==> src/rtl/gpio_spi_ctrl_if.sv <==
// Command/response bus between a register-side requester and gpio_spi_ctrl.
//   master: drives cmd_* and receives cmd_ready / rsp_*
//   slave : the SPI controller side
interface gpio_spi_ctrl_if #(
  parameter int unsigned ADDR_WIDTH  = 7,
  parameter int unsigned PDATA_WIDTH = 8
);
  logic                   cmd_valid;
  logic                   cmd_ready;
  logic                   cmd_wr;
  logic [ADDR_WIDTH-1:0]  cmd_addr;
  logic [PDATA_WIDTH-1:0] cmd_wdata;
  logic                   rsp_valid;
  logic [PDATA_WIDTH-1:0] rsp_rdata;
  logic                   rsp_err;

  modport master (
    output cmd_valid, cmd_wr, cmd_addr, cmd_wdata,
    input  cmd_ready, rsp_valid, rsp_rdata, rsp_err
  );

  modport slave (
    input  cmd_valid, cmd_wr, cmd_addr, cmd_wdata,
    output cmd_ready, rsp_valid, rsp_rdata, rsp_err
  );
endinterface

==> src/rtl/gpio_spi_ctrl.sv <==
// SPI master (mode 0) sequencing one 16-bit register transaction at a time
// to the SPI-attached GPIO expander.
// Ports:
//   clk, resetn  system clock, asynchronous active-low reset
//   bus          gpio_spi_ctrl_if.slave: cmd valid/ready + per-transaction response
//   sclk, ss     SPI clock (idle low) and active-low slave select
//   mosi, miso   SPI data out / in
// Optional feature: define GPIO_SPI_CTRL_VERIFY_EN to follow every write with
// an automatic readback frame and flag a mismatch on rsp_err.
module gpio_spi_ctrl #(
  parameter int unsigned ADDR_WIDTH  = 7,
  parameter int unsigned PDATA_WIDTH = 8,
  parameter int unsigned CLK_DIV     = 2
) (
  input  logic              clk,
  input  logic              resetn,
  gpio_spi_ctrl_if.slave    bus,
  output logic              sclk,
  output logic              ss,
  output logic              mosi,
  input  logic              miso
);

  localparam int unsigned FRAME_W = 1 + ADDR_WIDTH + PDATA_WIDTH;
  localparam int unsigned HALVES  = 2 * FRAME_W;
  localparam int unsigned HALF_W  = $clog2(HALVES);
  localparam int unsigned DIV_W   = 8;
  localparam logic [DIV_W-1:0]  DIV_LAST  = DIV_W'(CLK_DIV - 1);
  localparam logic [HALF_W-1:0] HALF_LAST = HALF_W'(HALVES - 1);

  typedef enum logic [2:0] {S_IDLE, S_SETUP, S_SHIFT, S_HOLD, S_GAP} state_e;

  state_e                 state_q, state_d;
  logic [DIV_W-1:0]       div_q, div_d;
  logic [HALF_W-1:0]      half_q, half_d;
  logic [FRAME_W-1:0]     tx_q, tx_d;
  logic [PDATA_WIDTH-1:0] rx_q, rx_d;
  logic                   cmd_ready_q, cmd_ready_d;
  logic                   rsp_valid_q, rsp_valid_d;
  logic [PDATA_WIDTH-1:0] rsp_rdata_q, rsp_rdata_d;
  logic                   sclk_q, sclk_d;
  logic                   ss_q, ss_d;
  logic                   mosi_q, mosi_d;
  logic                   div_last;
`ifdef GPIO_SPI_CTRL_VERIFY_EN
  logic                   wr_q, wr_d;
  logic                   vfy_q, vfy_d;
  logic [ADDR_WIDTH-1:0]  addr_q, addr_d;
  logic [PDATA_WIDTH-1:0] wdata_q, wdata_d;
  logic                   rsp_err_q, rsp_err_d;
`endif

  assign div_last = (div_q == DIV_LAST);

  // Next-state and registered-output logic for the frame sequencer
  always_comb begin
    state_d     = state_q;
    div_d       = div_q;
    half_d      = half_q;
    tx_d        = tx_q;
    rx_d        = rx_q;
    cmd_ready_d = cmd_ready_q;
    rsp_valid_d = 1'b0;
    rsp_rdata_d = rsp_rdata_q;
    sclk_d      = sclk_q;
    ss_d        = ss_q;
    mosi_d      = mosi_q;
`ifdef GPIO_SPI_CTRL_VERIFY_EN
    wr_d        = wr_q;
    vfy_d       = vfy_q;
    addr_d      = addr_q;
    wdata_d     = wdata_q;
    rsp_err_d   = rsp_err_q;
`endif
    case (state_q)
      S_IDLE: begin
        if (bus.cmd_valid && cmd_ready_q) begin
          // Reads carry an all-zero data field
          tx_d        = {bus.cmd_wr, bus.cmd_addr, bus.cmd_wdata & {PDATA_WIDTH{bus.cmd_wr}}};
          mosi_d      = bus.cmd_wr;
          ss_d        = 1'b0;
          cmd_ready_d = 1'b0;
          div_d       = '0;
          state_d     = S_SETUP;
`ifdef GPIO_SPI_CTRL_VERIFY_EN
          wr_d        = bus.cmd_wr;
          vfy_d       = 1'b0;
          addr_d      = bus.cmd_addr;
          wdata_d     = bus.cmd_wdata;
`endif
        end
      end
      S_SETUP: begin
        div_d = div_q + 1'b1;
        if (div_last) begin
          div_d   = '0;
          half_d  = '0;
          state_d = S_SHIFT;
        end
      end
      S_SHIFT: begin
        div_d = div_q + 1'b1;
        if (div_last) begin
          div_d  = '0;
          half_d = half_q + 1'b1;
          if (half_q == HALF_LAST) begin
            sclk_d  = 1'b0;
            mosi_d  = 1'b0;
            state_d = S_HOLD;
          end else if (!half_q[0]) begin
            // Rising sclk: sample miso in the same cycle sclk goes high
            sclk_d = 1'b1;
            rx_d   = {rx_q[PDATA_WIDTH-2:0], miso};
          end else begin
            // Falling sclk: present the next frame bit
            sclk_d = 1'b0;
            tx_d   = {tx_q[FRAME_W-2:0], 1'b0};
            mosi_d = tx_q[FRAME_W-2];
          end
        end
      end
      S_HOLD: begin
        div_d = div_q + 1'b1;
        if (div_last) begin
          div_d   = '0;
          ss_d    = 1'b1;
          state_d = S_GAP;
        end
      end
      S_GAP: begin
        div_d = div_q + 1'b1;
        if (div_last) begin
          div_d       = '0;
          state_d     = S_IDLE;
          rsp_valid_d = 1'b1;
          rsp_rdata_d = rx_q;
          cmd_ready_d = 1'b1;
`ifdef GPIO_SPI_CTRL_VERIFY_EN
          rsp_err_d   = vfy_q && (rx_q != wdata_q);
          if (wr_q) begin
            // Write just finished: launch the readback frame instead of responding
            state_d     = S_SETUP;
            rsp_valid_d = 1'b0;
            rsp_rdata_d = rsp_rdata_q;
            rsp_err_d   = rsp_err_q;
            cmd_ready_d = 1'b0;
            tx_d        = {1'b0, addr_q, PDATA_WIDTH'(0)};
            mosi_d      = 1'b0;
            ss_d        = 1'b0;
            wr_d        = 1'b0;
            vfy_d       = 1'b1;
          end
`endif
        end
      end
      default: state_d = S_IDLE;
    endcase
  end

  // State and output registers
  always_ff @(posedge clk or negedge resetn) begin
    if (!resetn) begin
      state_q     <= S_IDLE;
      div_q       <= '0;
      half_q      <= '0;
      tx_q        <= '0;
      rx_q        <= '0;
      cmd_ready_q <= 1'b1;
      rsp_valid_q <= 1'b0;
      rsp_rdata_q <= '0;
      sclk_q      <= 1'b0;
      ss_q        <= 1'b1;
      mosi_q      <= 1'b0;
`ifdef GPIO_SPI_CTRL_VERIFY_EN
      wr_q        <= 1'b0;
      vfy_q       <= 1'b0;
      addr_q      <= '0;
      wdata_q     <= '0;
      rsp_err_q   <= 1'b0;
`endif
    end else begin
      state_q     <= state_d;
      div_q       <= div_d;
      half_q      <= half_d;
      tx_q        <= tx_d;
      rx_q        <= rx_d;
      cmd_ready_q <= cmd_ready_d;
      rsp_valid_q <= rsp_valid_d;
      rsp_rdata_q <= rsp_rdata_d;
      sclk_q      <= sclk_d;
      ss_q        <= ss_d;
      mosi_q      <= mosi_d;
`ifdef GPIO_SPI_CTRL_VERIFY_EN
      wr_q        <= wr_d;
      vfy_q       <= vfy_d;
      addr_q      <= addr_d;
      wdata_q     <= wdata_d;
      rsp_err_q   <= rsp_err_d;
`endif
    end
  end

  assign bus.cmd_ready = cmd_ready_q;
  assign bus.rsp_valid = rsp_valid_q;
  assign bus.rsp_rdata = rsp_rdata_q;
`ifdef GPIO_SPI_CTRL_VERIFY_EN
  assign bus.rsp_err   = rsp_err_q;
`else
  assign bus.rsp_err   = 1'b0;
`endif
  assign sclk = sclk_q;
  assign ss   = ss_q;
  assign mosi = mosi_q;

endmodule

==> src/flat_wrapper.sv <==
// flat-port wrapper written by rule: the top's interface ports become plain ports
module gpio_spi_ctrl_flat 
#(
  parameter int unsigned ADDR_WIDTH  = 7,
  parameter int unsigned PDATA_WIDTH = 8,
  parameter int unsigned CLK_DIV     = 2
)
  (clk, resetn, sclk, ss, mosi, miso, bus_cmd_valid, bus_cmd_wr, bus_cmd_addr, bus_cmd_wdata, bus_cmd_ready, bus_rsp_valid, bus_rsp_rdata, bus_rsp_err);
  gpio_spi_ctrl_if #(.ADDR_WIDTH(ADDR_WIDTH), .PDATA_WIDTH(PDATA_WIDTH)) bus_i ();
  input  logic clk;
  input  logic resetn;
  output logic sclk;
  output logic ss;
  output logic mosi;
  input  logic miso;
  input wire logic [$bits(bus_i.cmd_valid)-1:0] bus_cmd_valid;
  input wire logic [$bits(bus_i.cmd_wr)-1:0] bus_cmd_wr;
  input wire logic [$bits(bus_i.cmd_addr)-1:0] bus_cmd_addr;
  input wire logic [$bits(bus_i.cmd_wdata)-1:0] bus_cmd_wdata;
  output wire logic [$bits(bus_i.cmd_ready)-1:0] bus_cmd_ready;
  output wire logic [$bits(bus_i.rsp_valid)-1:0] bus_rsp_valid;
  output wire logic [$bits(bus_i.rsp_rdata)-1:0] bus_rsp_rdata;
  output wire logic [$bits(bus_i.rsp_err)-1:0] bus_rsp_err;
  assign bus_i.cmd_valid = bus_cmd_valid;
  assign bus_i.cmd_wr = bus_cmd_wr;
  assign bus_i.cmd_addr = bus_cmd_addr;
  assign bus_i.cmd_wdata = bus_cmd_wdata;
  assign bus_cmd_ready = bus_i.cmd_ready;
  assign bus_rsp_valid = bus_i.rsp_valid;
  assign bus_rsp_rdata = bus_i.rsp_rdata;
  assign bus_rsp_err = bus_i.rsp_err;
  gpio_spi_ctrl #(.ADDR_WIDTH(ADDR_WIDTH), .PDATA_WIDTH(PDATA_WIDTH), .CLK_DIV(CLK_DIV)) u_core (.clk(clk), .resetn(resetn), .bus(bus_i), .sclk(sclk), .ss(ss), .mosi(mosi), .miso(miso));
endmodule
==> config.mk <==
export PLATFORM = sky130hd
export DESIGN_NAME = gpio_spi_ctrl_flat
export DESIGN_NICKNAME = d
export VERILOG_FILES = /design/src/rtl/gpio_spi_ctrl_if.sv /design/src/rtl/gpio_spi_ctrl.sv /design/src/flat_wrapper.sv
export SDC_FILE = /design/constraint.sdc
export NUM_CORES = 1
export LEC_CHECK = 0
export CAP_MARGIN = 20
export CORE_MARGIN = 3
export CORE_UTILIZATION = 61
export CTS_BUF_LIST = sky130_fd_sc_hd__clkbuf_4 sky130_fd_sc_hd__clkbuf_8
export DETAILED_ROUTE_END_ITERATION = 8
export PLACE_DENSITY_LB_ADDON = 0.15
export RECOVER_POWER = 100
export SLEW_MARGIN = 10
export SYNTH_ARGS = -nofsm -noshare
export SYNTH_HDL_FRONTEND = slang
export SYNTH_SLANG_ARGS = --single-unit
==> constraint.sdc <==
create_clock -name clk -period 3.4 [get_ports clk]
set_input_delay 0.34 -clock clk [delete_from_list [all_inputs] [get_ports clk]]
set_output_delay 0.34 -clock clk [all_outputs]
set_load 0.02 [all_outputs]
; ---- Yosys cells after proc, flatten, opt, wreduce, memory -nomap -nowiden
; Cells that the tools add are included.
[totals]
register_bits = 52
output_inout_bits = 14
elab_cells = 80
input_bits = 20
[op_classes]
add_sub_neg = 2
eq_ne = 15
muxes = 31
n_bitwise = 3
reduce_logical = 18
[op_table]
columns = operator, count
row1 = $mux 15, 4
row2 = $pmux 15 s2, 1
row3 = $mux 3, 6
row4 = $mux 8, 2
row5 = $pmux 8 s2, 1
row6 = $pmux 3 s5, 1
row7 = $ne 2x1->1 const B, 7
row8 = $mux 1, 10
row9 = $mux 5, 2
row10 = $pmux 5 s2, 1
row11 = $reduce_bool 2->1, 5
row12 = $reduce_and 3->1, 3
row13 = $add 8x1->8 const B, 1
row14 = $and 8x8->8, 1
row15 = $eq 8x1->1 const B, 1
row16 = $reduce_and 4->1, 2
row17 = $eq 3x2->1 const B, 2
row18 = $pmux 1 s2, 3
row19 = $reduce_and 2->1, 3
row20 = $reduce_and 6->1, 1
row21 = $add 5x1->5 const B, 1
row22 = $eq 5x5->1 const B, 1
row23 = $reduce_and 5->1, 1
row24 = $reduce_or 4->1, 1
row25 = other kinds (7), 8

; ---- Longest topological paths before layout
; Gate-level depths: netlist of the first run.
[logic_depth]
word_depth = 4
depth_mapped = 7

; ---- Least setup slack after synthesis of the first run
; Ideal clock, no wire load.
[synth_path]
kind = reg-to-reg
from = register u_core.half_q[0]
to = register u_core.tx_q[10]
arrival_time_ns = 1.886
setup_time_ns = 0.125
setup_slack_ns = 1.389
t_required_ns = 3.275
stages_incl_launch_ff = 8
path_cell_list = dfrtp_1 > ha_1 > and3_1 > ha_1 > nand3b_1 > o21ai_4 > buf_12 > mux2_4
[synth_via]
elab_chain_cells = 3
word_cells_on_any_way = 4
cone_classes = 3 x eq/ne / 1 x reduce/logical
[synth_lines]
columns = element, line_no
row1 = from (decl), gpio_spi_ctrl.sv:35  ; logic [HALF_W-1:0] half_q, half_d;
row2 = from (signal assigned), gpio_spi_ctrl.sv:184  ; half_q <= half_d;
row3 = $eq 5x5->1, gpio_spi_ctrl.sv:106  ; if (half_q == HALF_LAST) begin
row4 = $ne 2x2->1 (no source line), -
row5 = $reduce_and 5->1 (no source line) (*), -
row6 = to (signal assigned), gpio_spi_ctrl.sv:185  ; tx_q <= tx_d;
row7 = to (decl), gpio_spi_ctrl.sv:36  ; logic [FRAME_W-1:0] tx_q, tx_d;
; Mark *: on every way between the ends. The rest lies on a longest branch, timed or not.
; A chain may end at the register's enable or synchronous reset.

; ---- Worst setup path after layout of the first run
[layout_path]
from = register u_core.half_q[0]
to = register u_core.tx_q[0]
; Same word-level chain as after synthesis.

==> results of run 1 <==
-- final timing paths --
kind                                      endpoint  slack [ns]  depth (start not counted)
min in group asynchronous           u_core.tx_q[2]        0.74                          2
max                                 u_core.tx_q[0]        1.13                          6
min                           u_core.bus.cmd_ready        0.50                          2
max reg2reg                         u_core.tx_q[0]        1.13                          6
min reg2reg                   u_core.bus.cmd_ready        0.50                          2
max in group asynchronous  u_core.bus.rsp_rdata[7]        1.30                          3
-- routing by layer --
metal	share of wire, %	up-vias	wire [µm]
met4	0.40	0	19
met1	49	860	2320
met5	0	-	0
met2	46	35	2170
met3	4.9	2	230
li1	-	891	-
-- where the power goes --
group,leakage (nW),switching [mW],internal (mW)
clock,0.0445,0.205,0.146
combinational,0.703,0.472,0.391
sequential,0.653,0.182,0.823
-- worst max-delay path: stages, from the launching register on --
cell and delay (ns):
dfrtp_1 0.45, ha_1 0.24, and3_1 0.18, ha_1 0.22, nand3b_1 0.21, o21ai_4 0.46, mux2_2 0.39
-- what timing repair did --
item,CTS,global route
hold endpoints to repair,18,0
buffers inserted,0,0
setup endpoints to repair,0,0
hold buffers,1,0
-- area by class of cell --
| type | count | share of cell area (%) |
|---|---|---|
| Sequential cell | 52 | 43.8 |
| Multi-Input combinational cell | 173 | 39.4 |
| Timing Repair Buffer | 35 | 11.3 |
| Clock buffer | 5 | 2.31 |
| Tap cell | 50 | 2.10 |
| Clock inverter | 3 | 0.715 |
| Inverter | 3 | 0.378 |
-- registers in the layout, indices dropped and copies added, names as in the netlist --
register	flops
u_core.mosi	1
u_core.sclk	1
u_core.tx_q	15
u_core.ss	1
u_core.state_q	3
u_core.bus.rsp_rdata	8
u_core.bus.rsp_valid	1
u_core.rx_q	8
u_core.bus.cmd_ready	1
u_core.half_q	5
u_core.div_q	8
-- cells by family (layout without fill, tap and decap cells) --
family                     after synthesis  count (layout)
xor gates and xnor gates                 3               3
adders and majority gates                4               4
muxes                                   32              32
buffers and inverters                   13              46
AOI/OAI and AO/OA                       33              33
and+or+nand+nor                        100             100
other                                    1               1
DFF                                     52              52
-- synth_stat cells (3+ instances only) --
| master | number |
|---|---|
| nor3_1 | 3 |
| clkbuf_1 | 5 |
| ha_1 | 4 |
| nand3b_1 | 3 |
| o211ai_1 | 3 |
| nand2_1 | 53 |
| and3_1 | 3 |
| a21o_1 | 3 |
| mux2_4 | 10 |
| nand3_2 | 3 |
| inv_1 | 3 |
| o21a_1 | 3 |
| o21ai_0 | 10 |
| nand3_1 | 15 |
| mux2_2 | 22 |
| nor2_1 | 7 |
| dfrtp_1 | 50 |
-- through the flow --
| stage | hold WS (ns) | cells | setup WS (ns) | util [%] |
|---|---|---|---|---|
| 6_report | 0.496 | 321 | 1.13 | 73.3 |
| 5_1_grt | 0.515 | 321 | 0.958 | 73.3 |
| 4_1_cts | 0.493 | 321 | 1.06 | 74.6 |
| 3_5_place_dp | 0.309 | 312 | 1.08 | 72.1 |
| 3_3_place_gp | 0.300 | 312 | 1.14 | 72.1 |
| 2_1_floorplan | 0.0444 | 238 | 1.39 | - |
==> summary.txt, run 1 <==
STA
  • Final hold violation count: 0
  • Max-slew violation total from the final report: 0
  • Final Cycle Share: 66.6%
  • Worst-margin pin slew: 1.06 ns
  • Slew HR: 29.4%
  • RSZ-0062 raised after global routing: no
  • TNS Setup: 0 ns
  • Min Tclk post-route: 2.27 ns
  • Count of final setup violators: 0
  • F_max: 441 MHz
  • Skew final: 0.0120 ns

Synthesis
  • Synth Area in Simple Gates: 19.5%
  • Distinct cell type count after synthesis: 48
  • Yosys top cell by area: dfrtp_1
  • EDFF count, synth: 0
  • Synth area leaders: dfrtp_1 48%, mux2_2 9.5%, nand2_1 7.7%
  • Largest family of logic cells by synthesized area: simple AND/OR/NAND/NOR gates
  • Post-Synth XOR/XNOR Area: 1.01%
  • Syn Nets: 262
  • Synth Cell Area: 2600 µm²
  • Mean Syn Cell Area: 10.9 µm²
  • Part of the Yosys area used for sequential elements: 50.1%
  • Ys Warns: 0
  • Yosys reg bits: 52
  • Area share of fa/ha/maj cells after synthesis: 1.92%
  • Mux share of post-synthesis cell area: 15.3%
  • Ys async rst share: 100%
  • Post-synth top area share: 48.1%
  • Compound-gate portion of the synthesized area: 8.95%
  • Synth Instances: 238
  • Synth Flop Type: dfrtp_1

Clocking
  • Clock Sinks: 52
  • Root Buffer: clkbuf_8
  • CTS H-tree depth: 2
  • Worst-Skew Late Latency: 0.30 ns
  • CTS-repair resized insts: 0
  • Clock slew at reported path FFs: 0.10 ns
  • CTS tree: built
  • Max clock buf depth: 2
  • Total CTS buffers: 5

GRT
  • Largest net degree at the start of global routing: 34
  • Met1 global-route usage: 27.3%
  • Gr busiest metal: met2
  • Vias in the first global route: 1693
  • Initial antenna violation count: 0
  • Overall routing resource usage: 19.6%
  • First-pass GRT wire length: 7.89 mm
  • GR Overflow Total: 0
  • Met3 GRT Util: 4.91%
  • Met2 usage: 30.4%

Floorplan
  • Die ar.: 5080 µm²
  • Core ar.: 4060 µm²
  • Chip Height: 71.3 µm
  • Chip width: 71.3 µm
  • # IOs: 34
  • Row count: 23
  • Initial Util: 64.1%

Worst hold path
  • Hold Path Origin: u_core.bus.cmd_ready
  • Hold Crit Class: flop to flop

Pwr
  • Power Total: 2.22 mW
  • Peak VDD IR: 0.493 mV
  • P_leak: 1.40 nW
  • Pwr Density: 746 nW/µm²

Drt
  • Drt total wl: 4.73 mm
  • Remaining antenna violation count after routing: 0
  • DR WL/cell: 14.7 µm
  • Via count: 1788
  • # DRC: 0
  • DR iter-0 viols: 84
  • Pre-Repair DR Iteration Count: 4
  • Vias/cell: 5.57

Finish
  • Most frequent cells in the layout: 53 x nand2_1, 50 x dfrtp_1, 21 x mux2_2
  • Filler cells: 293
  • Area grow syn2layout: 14.4%
  • Layout cell share with drive strength beyond 1: 15.5%
  • Nets: 294
  • Antenna cells: 0
  • Area occupied by multi-input gates: 1170 µm²
  • Commonest non-fill, non-tap cell in the layout: nand2_1
  • Register area: 1300 µm²
  • Fin area: 2980 µm²

Worst setup path
  • Kind of critical path: flop to flop
  • Worst setup path startpoint: u_core.half_q[0]
  • Critical Path Fanout Max: 15
  • Crit end category: flop
  • Critical path arrival: 2.46 ns
  • Critical Path RT: 3.59 ns
  • Setup crit start kind: flop
  • RR Startpoint: u_core.half_q[0]

Placed design
  • Port bufs: 32
  • Detailed placement HPWL: 3.25 mm
  • RD Place Congestion: 0.818
  • Placed instance area: 2930 µm²

Status
  • Status: completed

Run
  • Maxcap violations: 0
(Power assumes the default switching activity.)
==> run 2: changes to the inputs <==
--- a/config.mk
+++ b/config.mk
@@ -7,7 +7,7 @@
 export LEC_CHECK = 0
 export CAP_MARGIN = 20
 export CORE_MARGIN = 3
-export CORE_UTILIZATION = 61
+export CORE_UTILIZATION = 51
 export CTS_BUF_LIST = sky130_fd_sc_hd__clkbuf_4 sky130_fd_sc_hd__clkbuf_8
 export DETAILED_ROUTE_END_ITERATION = 8
 export PLACE_DENSITY_LB_ADDON = 0.15
==> constraint.sdc (replaced) <==
create_clock -name clk -period 2 [get_ports clk]
set_input_delay 0.2 -clock clk [delete_from_list [all_inputs] [get_ports clk]]
set_output_delay 0.2 -clock clk [all_outputs]
set_load 0.02 [all_outputs]
==> run 2 against run 1 <==
Compared with the run above:
- clock power is 78% higher
- via count grew 6.4%
- global-route usage is 1.3 points lower
- fmax rose by 18%
- sequential power up 64%
- critical path type unchanged
- register-to-register slack lost 1.1 ns
- critical endpoint is now u_core.tx_q[10]
- final area grew 8.6%
- first-iteration DRC count rose by 73%
- routed wire length rose by 6.4%
==> summary.txt, run 2 (synthesis results as in run 1) <==
Status
  • Status: completed (unchanged)

Run
  • Maxcap violations: 0 (unchanged)

Worst setup path
  • Critical path arrival: 2.12 ns (was 2.46 ns)
  • Kind of critical path: flop to flop (unchanged)
  • Crit-path slowest cell: dfrtp_1 (was o21ai_4)
  • Crit end category: flop (unchanged)
  • Cell Chain, Critical Path: inv_2, ha_4, nor4b_4, nand2_2, o21ai_4, buf_6, mux2_4 (was ha_1, and3_1, ha_1, nand3b_1, o21ai_4, mux2_2)
  • Critical Path RT: 2.20 ns (was 3.59 ns)
  • Worst path bufs/invs: 2 (was 0)
  • Delay-heaviest family, CP: simple AND/OR/NAND/NOR gates (was compound AO/OA/AOI/OAI gates)
  • Critical Path Fanout Max: 7 (was 15)
  • Setup crit start kind: flop (unchanged)
  • Max incr delay on CP: 0.41 ns (was 0.46 ns)

Pwr
  • Clock Power Share: 14.8% (was 15.8%)
  • Sequential fraction of design power: 39.4% (was 45.3%)
  • Comb pwr share: 45.8% (was 38.9%)
  • Sw Pwr: 1.59 mW (was 0.858 mW)
  • Sw Ratio: 37.7% (was 38.7%)
  • Pwr Density: 1310 nW/µm² (was 746 nW/µm²)
  • P_leak: 1.52 nW (was 1.40 nW)
  • Internal power: 2.63 mW (was 1.36 mW)
  • Peak VDD IR: 0.617 mV (was 0.493 mV)

STA
  • F_max: 522 MHz (was 441 MHz)
  • Min Tclk post-route: 1.92 ns (was 2.27 ns)
  • Slew HR: 17.8% (was 29.4%)
  • Final Cycle Share: 95.8% (was 66.6%)
  • Worst-margin pin slew: 1.23 ns (was 1.06 ns)
  • Max-slew violation total from the final report: 0 (unchanged)
  • Final hold violation count: 0 (unchanged)
  • Final WS setup: 0.0842 ns (was 1.13 ns)
  • WHS: 0.493 ns (was 0.496 ns)
  • RSZ-0062 raised after global routing: yes (was no)
  • Skew final: 0.00584 ns (was 0.0120 ns)
  • Count of final setup violators: 0 (unchanged)

GRT
  • Overall routing resource usage: 18.3% (was 19.6%)
  • Vias in the first global route: 1890 (was 1693)
  • Largest net degree at the start of global routing: 53 (was 34)
  • GR Overflow Total: 0 (unchanged)
  • Initial antenna violation count: 0 (unchanged)
  • First-pass GRT wire length: 8.80 mm (was 7.89 mm)

Floorplan
  • # IOs: 34 (unchanged)
  • Chip width: 77.4 µm (was 71.3 µm)
  • Die ar.: 5990 µm² (was 5080 µm²)
  • Core ar.: 4820 µm² (was 4060 µm²)
  • Chip Height: 77.4 µm (was 71.3 µm)
  • Initial Util: 54.0% (was 64.1%)
  • Row count: 25 (was 23)

Worst hold path
  • Hold Crit Class: flop to flop (unchanged)

Drt
  • Remaining antenna violation count after routing: 0 (unchanged)
  • # DRC: 0 (unchanged)
  • DR WL/cell: 14.2 µm (was 14.7 µm)
  • Via count: 1902 (was 1788)
  • Drt total wl: 5.03 mm (was 4.73 mm)
  • Pre-Repair DR Iteration Count: 4 (unchanged)
  • Vias/cell: 5.36 (was 5.57)
  • DR iter-0 viols: 145 (was 84)

Clocking
  • Root Buffer: clkbuf_8 (unchanged)
  • Clock Sinks: 52 (unchanged)
  • CTS tree: built (unchanged)
  • Max clock buf depth: 2 (unchanged)
  • CTS H-tree depth: 2 (unchanged)
  • Worst-Skew Late Latency: 0.31 ns (was 0.30 ns)
  • Clock slew at reported path FFs: 0.10 ns (about the same)
  • Total CTS buffers: 5 (unchanged)

Placed design
  • Place WS: 0.0403 ns (was 1.08 ns)
  • Detailed placement HPWL: 3.50 mm (was 3.25 mm)
  • RD Place Congestion: 0.783 (was 0.818)
  • Port bufs: 32 (unchanged)

Finish
  • Antenna cells: 0 (unchanged)
  • Filler cells: 423 (was 293)
  • Commonest non-fill, non-tap cell in the layout: nand2_1 (unchanged)
  • Nets: 311 (was 294)
  • Most frequent cells in the layout: 53 x nand2_1, 50 x dfrtp_1, 20 x clkdlybuf4s50_1 (was 53 x nand2_1, 50 x dfrtp_1, 21 x mux2_2)
  • Largest register FFs: 15 (unchanged)
  • Layout cell share with drive strength beyond 1: 26.0% (was 15.5%)
  • Area grow syn2layout: 24.3% (was 14.4%)
  • Reg with most FFs: u_core.tx_q (unchanged)
-- run 2: cell count changes in the layout (fill, tap and decap cells not counted), moves of 2 or more --
cell	change
buf_4	+15
buf_6	+2
clkdlybuf4s50_1	+2
dlygate4sd3_1	-2
ha_1	-3
ha_2	+2
mux2_1	-8
mux2_2	-3
mux2_4	+11
nand3_1	-2
nand3_4	+2
-- run 2: worst register-to-register path, cell delays in order, from the launching register on --
cell	delay, ns
dfrtp_1	0.41
inv_2	0.08
ha_4	0.12
nor4b_4	0.33
nand2_2	0.17
o21ai_4	0.22
buf_6	0.18
mux2_4	0.31
-- run 2: final cells by class --
cell class                 instances  area (µm²)  area share, %
timing repair buffer              52         473           14.6
clock buffer                       5        68.8           2.13
sequential                        52        1300           40.3
tap                               67        83.8           2.59
clock inverter                     3        25.0          0.774
multi-input combinational        173        1270           39.2
inverter                           3        11.3          0.348
-- run 2: per-layer routing --
layer | routed length [µm] | part of all wire [%] | vias up | track usage, %
met2 | 2420 | 48 | 42 | 30.2
met4 | 68 | 1.4 | 0 | 6.41
met1 | 2310 | 46 | 919 | 23.6
li1 | - | - | 935 | -
met3 | 244 | 4.8 | 6 | 4.41
met5 | 0 | 0 | - | 0
-- run 2: timing repair --
item / in CTS / in global routing
hold endpoints to repair: 50 / 0
buffers inserted: 0 / 2
setup endpoints to repair: 0 / 31
hold buffers: 1 / 0
gates resized for setup: 0 / 11
-- run 2: final timing paths --
path                                       from              endpoint  slack, ns  cells past startpoint
max in group asynchronous                resetn      u_core.half_q[2]       0.50                      3
min in group asynchronous                resetn       u_core.tx_q[14]       0.75                      3
min                        u_core.bus.cmd_ready  u_core.bus.cmd_ready       0.49                      2
max                             u_core.div_q[1]       u_core.tx_q[10]       0.08                      7
max reg2reg                     u_core.div_q[1]       u_core.tx_q[10]       0.08                      7
min reg2reg                u_core.bus.cmd_ready  u_core.bus.cmd_ready       0.49                      2
-- run 2: stage by stage --
step	cell area (µm²)	util [%]	cells	power (mW)	TNS [ns]
final	3230	67.1	355	4.22	0
after global routing	3230	67.1	355	4.56	-0.777
after CTS	3180	66.1	353	4.16	0
after detailed placement	3080	63.9	344	3.53	0
after global placement	3080	63.9	344	3.46	0
after floorplan	2610	-	238	2.90	0
-- run 2: power groups by stage --
stage          clock network, mW  registers (mW)  logic, mW
6_report                   0.626            1.66       1.93
5_1_grt                    0.682            1.72       2.15
4_1_cts                    0.646            1.66       1.86
3_5_place_dp                   0            1.68       1.86
3_3_place_gp                   0            1.67       1.80
2_1_floorplan                  0            1.68       1.23
==> RTL edit 1 (settings of run 1) <==
`ADDR_WIDTH` is set to 7 in 3 places; all go to 5.
--- a/src/rtl/gpio_spi_ctrl_if.sv
+++ b/src/rtl/gpio_spi_ctrl_if.sv
@@ -4,3 +4,3 @@
 interface gpio_spi_ctrl_if #(
-  parameter int unsigned ADDR_WIDTH  = 7,
+  parameter int unsigned ADDR_WIDTH  = 5,
   parameter int unsigned PDATA_WIDTH = 8
--- a/src/rtl/gpio_spi_ctrl.sv
+++ b/src/rtl/gpio_spi_ctrl.sv
@@ -10,3 +10,3 @@
 module gpio_spi_ctrl #(
-  parameter int unsigned ADDR_WIDTH  = 7,
+  parameter int unsigned ADDR_WIDTH  = 5,
   parameter int unsigned PDATA_WIDTH = 8,
--- a/src/flat_wrapper.sv
+++ b/src/flat_wrapper.sv
@@ -3,3 +3,3 @@
 #(
-  parameter int unsigned ADDR_WIDTH  = 7,
+  parameter int unsigned ADDR_WIDTH  = 5,
   parameter int unsigned PDATA_WIDTH = 8,
Ports: changed (resized bus_cmd_addr); port bits go from 34 to 32. No check against the original RTL was run, so the function may have changed too.
==> RTL edit 1 against run 1 <==
  * Sequential power down 5%
  * Final cell count is 4.0% lower
  * Worst setup slack got worse by 0.44 ns
  * Sequential cell count fell by 2
  * Area after synthesis fell by 3.1%
  * Power decreased by 3.9%
  * Die area fell by 2.9%
  * First-iteration DRC count rose by 35%
  * Routed wire length up 2.0%
  * Clock power up 2%
  * Final area shrank 3.4%
==> RTL edit 1: results (changes against run 1) <==
[status]
status=finished clean

[synth]
ys_seq_area_share_pct=49.8  ; -0.37 points
synth_warnings=0  ; unchanged
synth_flop_cell=dfrtp_1
synthTopCellsByCount=dfrtp_1, nand2_1, mux2_2
yosys-top-cells-area=dfrtp_1, mux2_2, nand2_1
synth_cell_types=52  ; +8.3%
async_flop_share_pct=100  ; unchanged
syn_nets=252  ; -3.8%

[finish]
fillCellCount=285  ; -2.7%
antenna-diode-count=0  ; unchanged
largest_register=u_core.tx_q
largest_register_ffs=13  ; -2
drive_gt1_share_pct=13.5  ; -2.0 points
fin_nets=280  ; -4.8%

[clock_tree]
root_buffer=clkbuf_8
clk_pin_slew_ns=0.09
ctsResizeCount=0  ; unchanged
clk_latency_ns=0.30  ; about the same
h-tree-depth=2  ; unchanged
cts_setup_buffers=0  ; unchanged
cts_buffer_depth=2  ; unchanged

[global_routing]
antenna_found_initial=0  ; unchanged
grt_pass1_wl_um=8250  ; +4.6%
grt_pass1_vias=1761  ; +4.0%
track_usage_pct=20.7  ; +1.1 points
grt_max_degree=51  ; +50%

[hold_path]
hold_class=register to register
worstHoldStart=u_core.bus.cmd_ready$_DFFE_PN1P_
holdPathEnd=u_core.bus.cmd_ready$_DFFE_PN1P_

[setup_path]
crit_fanout=13  ; -2
crit_arrival_ns=2.88  ; +0.42 ns
r2r_cells=6  ; unchanged
reg2reg_setup_slack_ns=0.69  ; -0.44 ns
crit_start=u_core.div_q[1]$_DFFE_PN0P_
crit_path_end=u_core.tx_q[3]$_DFFE_PN0P_
reg2reg_from=u_core.div_q[1]$_DFFE_PN0P_

[placed_design]
gp_congestion=0.847  ; +3.5%
dp_hpwl_um=3300  ; +1.5%
port-buffer-count=30  ; -6.3%

[power]
peakVddDrop_mv=0.522  ; +6.0%
p_leak_nw=1.38  ; -1.1%
internal_power_mw=1.29  ; -5.4%

[detailed_routing]
viasPerCell=5.83  ; +4.7%
drtPass1Iterations=4  ; unchanged
initialDrtViolationCount=113  ; +35%
wirelength_um=4830  ; +2.0%

[sta]
worst_clock_skew_ns=0.00873  ; -0.00324 ns
slew_headroom_pct=34.8  ; +5.4 points

## RTL edit 1: per-stage QoR
stage / cell area [um2] / worst slack (ns) / hold slack (ns) / power (mW) / cells
3_3_place_gp: 2810 / 1.01 / 0.480 / 1.83 / 298
6_report: 2870 / 0.693 / 0.491 / 2.13 / 308
4_1_cts: 2910 / 0.905 / 0.259 / 2.24 / 306
3_5_place_dp: 2810 / 0.949 / 0.481 / 1.87 / 298
2_1_floorplan: 2520 / 1.45 / 0.0444 / 1.64 / 231
5_1_grt: 2870 / 0.529 / 0.514 / 2.30 / 308
## RTL edit 1: area by class of cell
type,instances,share of cell area (%)
sequential,50,43.6
multi-input combinational,165,38.9
timing repair buffer,33,11.5
clock buffer,7,3.13
tap,48,2.09
inverter,4,0.522
clock inverter,1,0.174
## RTL edit 1: logic make-up (layout without fill, tap and decap cells)
group	count (synthesis)	in the layout	share of synthesized area, %
adders and majority gates	3	3	1.49
AOI/OAI and AO/OA	37	37	10.7
muxes	31	31	15.3
buffers and inverters	16	45	3.33
DFF	50	50	49.8
and+or+nand+nor	91	91	18.6
xor gates and xnor gates	2	2	0.696
other	1	1	0.149
## RTL edit 1: critical path, stage by stage (launching register included)
cell and delay (ns):
dfrtp_1 0.42, inv_1 0.09, ha_1 0.14, nor4b_1 0.78, and2_0 0.47, a31oi_4 0.29
mux2_1 0.41
## RTL edit 1: power groups by stage
stage / logic (mW) / registers [mW] / clock network (mW)
floorplan: 0.719 / 0.919 / 0
global placement: 0.870 / 0.960 / 0
detailed placement: 0.898 / 0.973 / 0
CTS: 0.907 / 0.965 / 0.366
global route: 0.925 / 0.985 / 0.388
finish: 0.822 / 0.956 / 0.357
## RTL edit 1: routing by layer
layer	routed length, um	GRT usage [%]
met2	2280	32.1
met1	2290	29.7
met4	56	5.74
met5	0	0
met3	198	3.74
==> RTL edit 2 (flow settings as in run 1) <==
Made on the original files. Encoding of `state_e`: now one-hot (5 bits for 5 states).
--- a/src/rtl/gpio_spi_ctrl.sv
+++ b/src/rtl/gpio_spi_ctrl.sv
@@ -30,3 +30,3 @@
 
-  typedef enum logic [2:0] {S_IDLE, S_SETUP, S_SHIFT, S_HOLD, S_GAP} state_e;
+  typedef enum logic [4:0] {S_IDLE = 5'b00001, S_SETUP = 5'b00010, S_SHIFT = 5'b00100, S_HOLD = 5'b01000, S_GAP = 5'b10000} state_e;
 
Check against the original RTL: no difference found for any inputs over 10 cycles, from zero or initial values and one cycle with resetn low; not proved beyond that.
==> RTL edit 2 against run 1 <==
  * The flow now finishes with violations (capacitance limit, slew limit)
  * Sequential share of layout area fell by 0.86 points
  * Critical path depth grew 1
  * Via count is 2.9% higher
  * Sequential cell count grew 2
  * Worst setup slack lost 0.37 ns
  * Area after synthesis grew 5.1%
  * Final area up 6.0%
  * Routed wire length increased by 3.9%
  * Synthesized cell count is 1.7% lower
  * Hold slack worse by 0.076 ns
Power is not compared: it rests on default switching activity, and its combinational part moved more than twofold at a synthesized area within 25%.
==> RTL edit 2: results (changes against run 1) <==
[global_routing]
grt_pass1_wl_um=8260  ; +4.7%
track_usage_pct=19.9  ; +0.33 points
met1_usage_pct=27.7  ; +0.44 points
grt_max_degree=31  ; -8.8%
grt_util_met3_pct=4.13  ; -0.78 points
grt_pass1_vias=1789  ; +5.7%

[setup_path]
reg2reg_from=u_core.div_q[1]$_DFFE_PN0P_
crit_fanout=10  ; -5
reg2reg_setup_slack_ns=0.76  ; -0.37 ns
crit_arrival_ns=2.83  ; +0.37 ns
crit_start=u_core.div_q[1]$_DFFE_PN0P_
crit_path_end=u_core.bus.rsp_rdata[5]$_DFFE_PN0P_

[placed_design]
place_ws_ns=1.17  ; +0.0976 ns
gp_congestion=0.815  ; -0.46%
dp_hpwl_um=3450  ; +6.1%
placed_cells=309  ; -0.96%

[synth]
synthTopCellsByCount=dfrtp_1, mux2_2, nand2_1
syn_nets=258  ; -1.5%
yosys-top-cells-area=dfrtp_1, mux2_2, mux2i_1
async_flop_share_pct=100  ; unchanged
synth_cell_types=50  ; +4.2%
avgSynthCellArea_um2=11.7  ; +6.9%
ys_seq_area_share_pct=49.6  ; -0.56 points

[sta]
slew_violations=31  ; +31
worst_clock_skew_ns=0.00690  ; -0.00508 ns
slew_headroom_pct=-6.05  ; -35 points
timing.final.crit_share_pct=77.6  ; +11 points

[detailed_routing]
wl_per_cell_um=15.5  ; +5.2%
initialDrtViolationCount=88  ; +4.8%
viasPerCell=5.80  ; +4.2%

[status]
violations=capacitance limit, slew limit
status=finished, violations left

[power]
peakVddDrop_mv=0.210

[hold_path]
hold_class=input pin to async pin

[finish]
stdcell_count=317  ; -1.2%
drive_gt1_share_pct=18.7  ; +3.2 points

[flow_run]
cap_viol_max_count=1  ; +1

[RTL edit 2: cell count changes after synthesis, moves of 4 or more]
cell	before	now
mux2_4	10	6
o221ai_1	0	6
inv_1	3	13
mux2_2	22	31
mux2i_1	0	13
nand2_1	53	15
[RTL edit 2: logic make-up after synthesis]
group / Yosys count / synth area share (%)
AOI/OAI and AO/OA: 34 / 9.84
and+or+nand+nor: 66 / 13.5
adders and majority gates: 4 / 1.83
xor gates and xnor gates: 1 / 0.321
DFF: 54 / 49.6
other: 1 / 0.137
muxes: 50 / 20.8
buffers and inverters: 24 / 3.94
[RTL edit 2: critical path, stage by stage (launching register included)]
cell and delay [ns]:
dfrtp_1 0.42, inv_1 0.09, ha_1 0.14, nor4b_1 0.68, nand2_4 0.20, or2_0 0.42, clkinv_1 0.21, mux2_2 0.36
[RTL edit 2: per-layer routing]
metal / wire (um) / vias up
li1: - / 907
met1: 2290 / 893
met2: 2400 / 37
met3: 203 / 2
met4: 19 / 0
met5: 0 / -
[RTL edit 2: stage by stage]
stage | hold slack, ns | area [um2]
after detailed placement | 0.413 | 3080
final | 0.420 | 3150
after global placement | 0.409 | 3080
after floorplan | 0.0444 | 2730
after CTS | 0.0715 | 3200
after global routing | 0.516 | 3150
[RTL edit 2: area by class of cell]
| class | count | area [um2] |
|---|---|---|
| Inverter | 14 | 52.6 |
| Timing Repair Buffer | 35 | 333 |
| Multi-Input combinational cell | 156 | 1230 |
| Clock buffer | 6 | 82.6 |
| Sequential cell | 54 | 1360 |
| Clock inverter | 2 | 38.8 |
| Tap cell | 50 | 62.6 |
| Fill cell | 295 | 1020 |
[RTL edit 2: power by group]
part | total, mW | switching (mW) | internal (mW)
Clock | 0.449 | 0.207 | 0.242
Sequential | 0.650 | 0.00297 | 0.647
Combinational | 0.0516 | 0.0227 | 0.0289
Total | 1.15 | 0.232 | 0.918
[RTL edit 2: worst min path at each step]
stage                                            from                                   to  slack, ns
after floorplan                                resetn  u_core.bus.rsp_rdata[0]$_DFFE_PN0P_       0.04
after global placement                         resetn           u_core.tx_q[9]$_DFFE_PN0P_       0.41
after detailed placement                       resetn           u_core.tx_q[8]$_DFFE_PN0P_       0.41
after CTS                                      resetn           u_core.tx_q[7]$_DFFE_PN0P_       0.07
after global routing      u_core.tx_q[13]$_DFFE_PN0P_          u_core.tx_q[13]$_DFFE_PN0P_       0.52
final                                          resetn           u_core.tx_q[7]$_DFFE_PN0P_       0.42
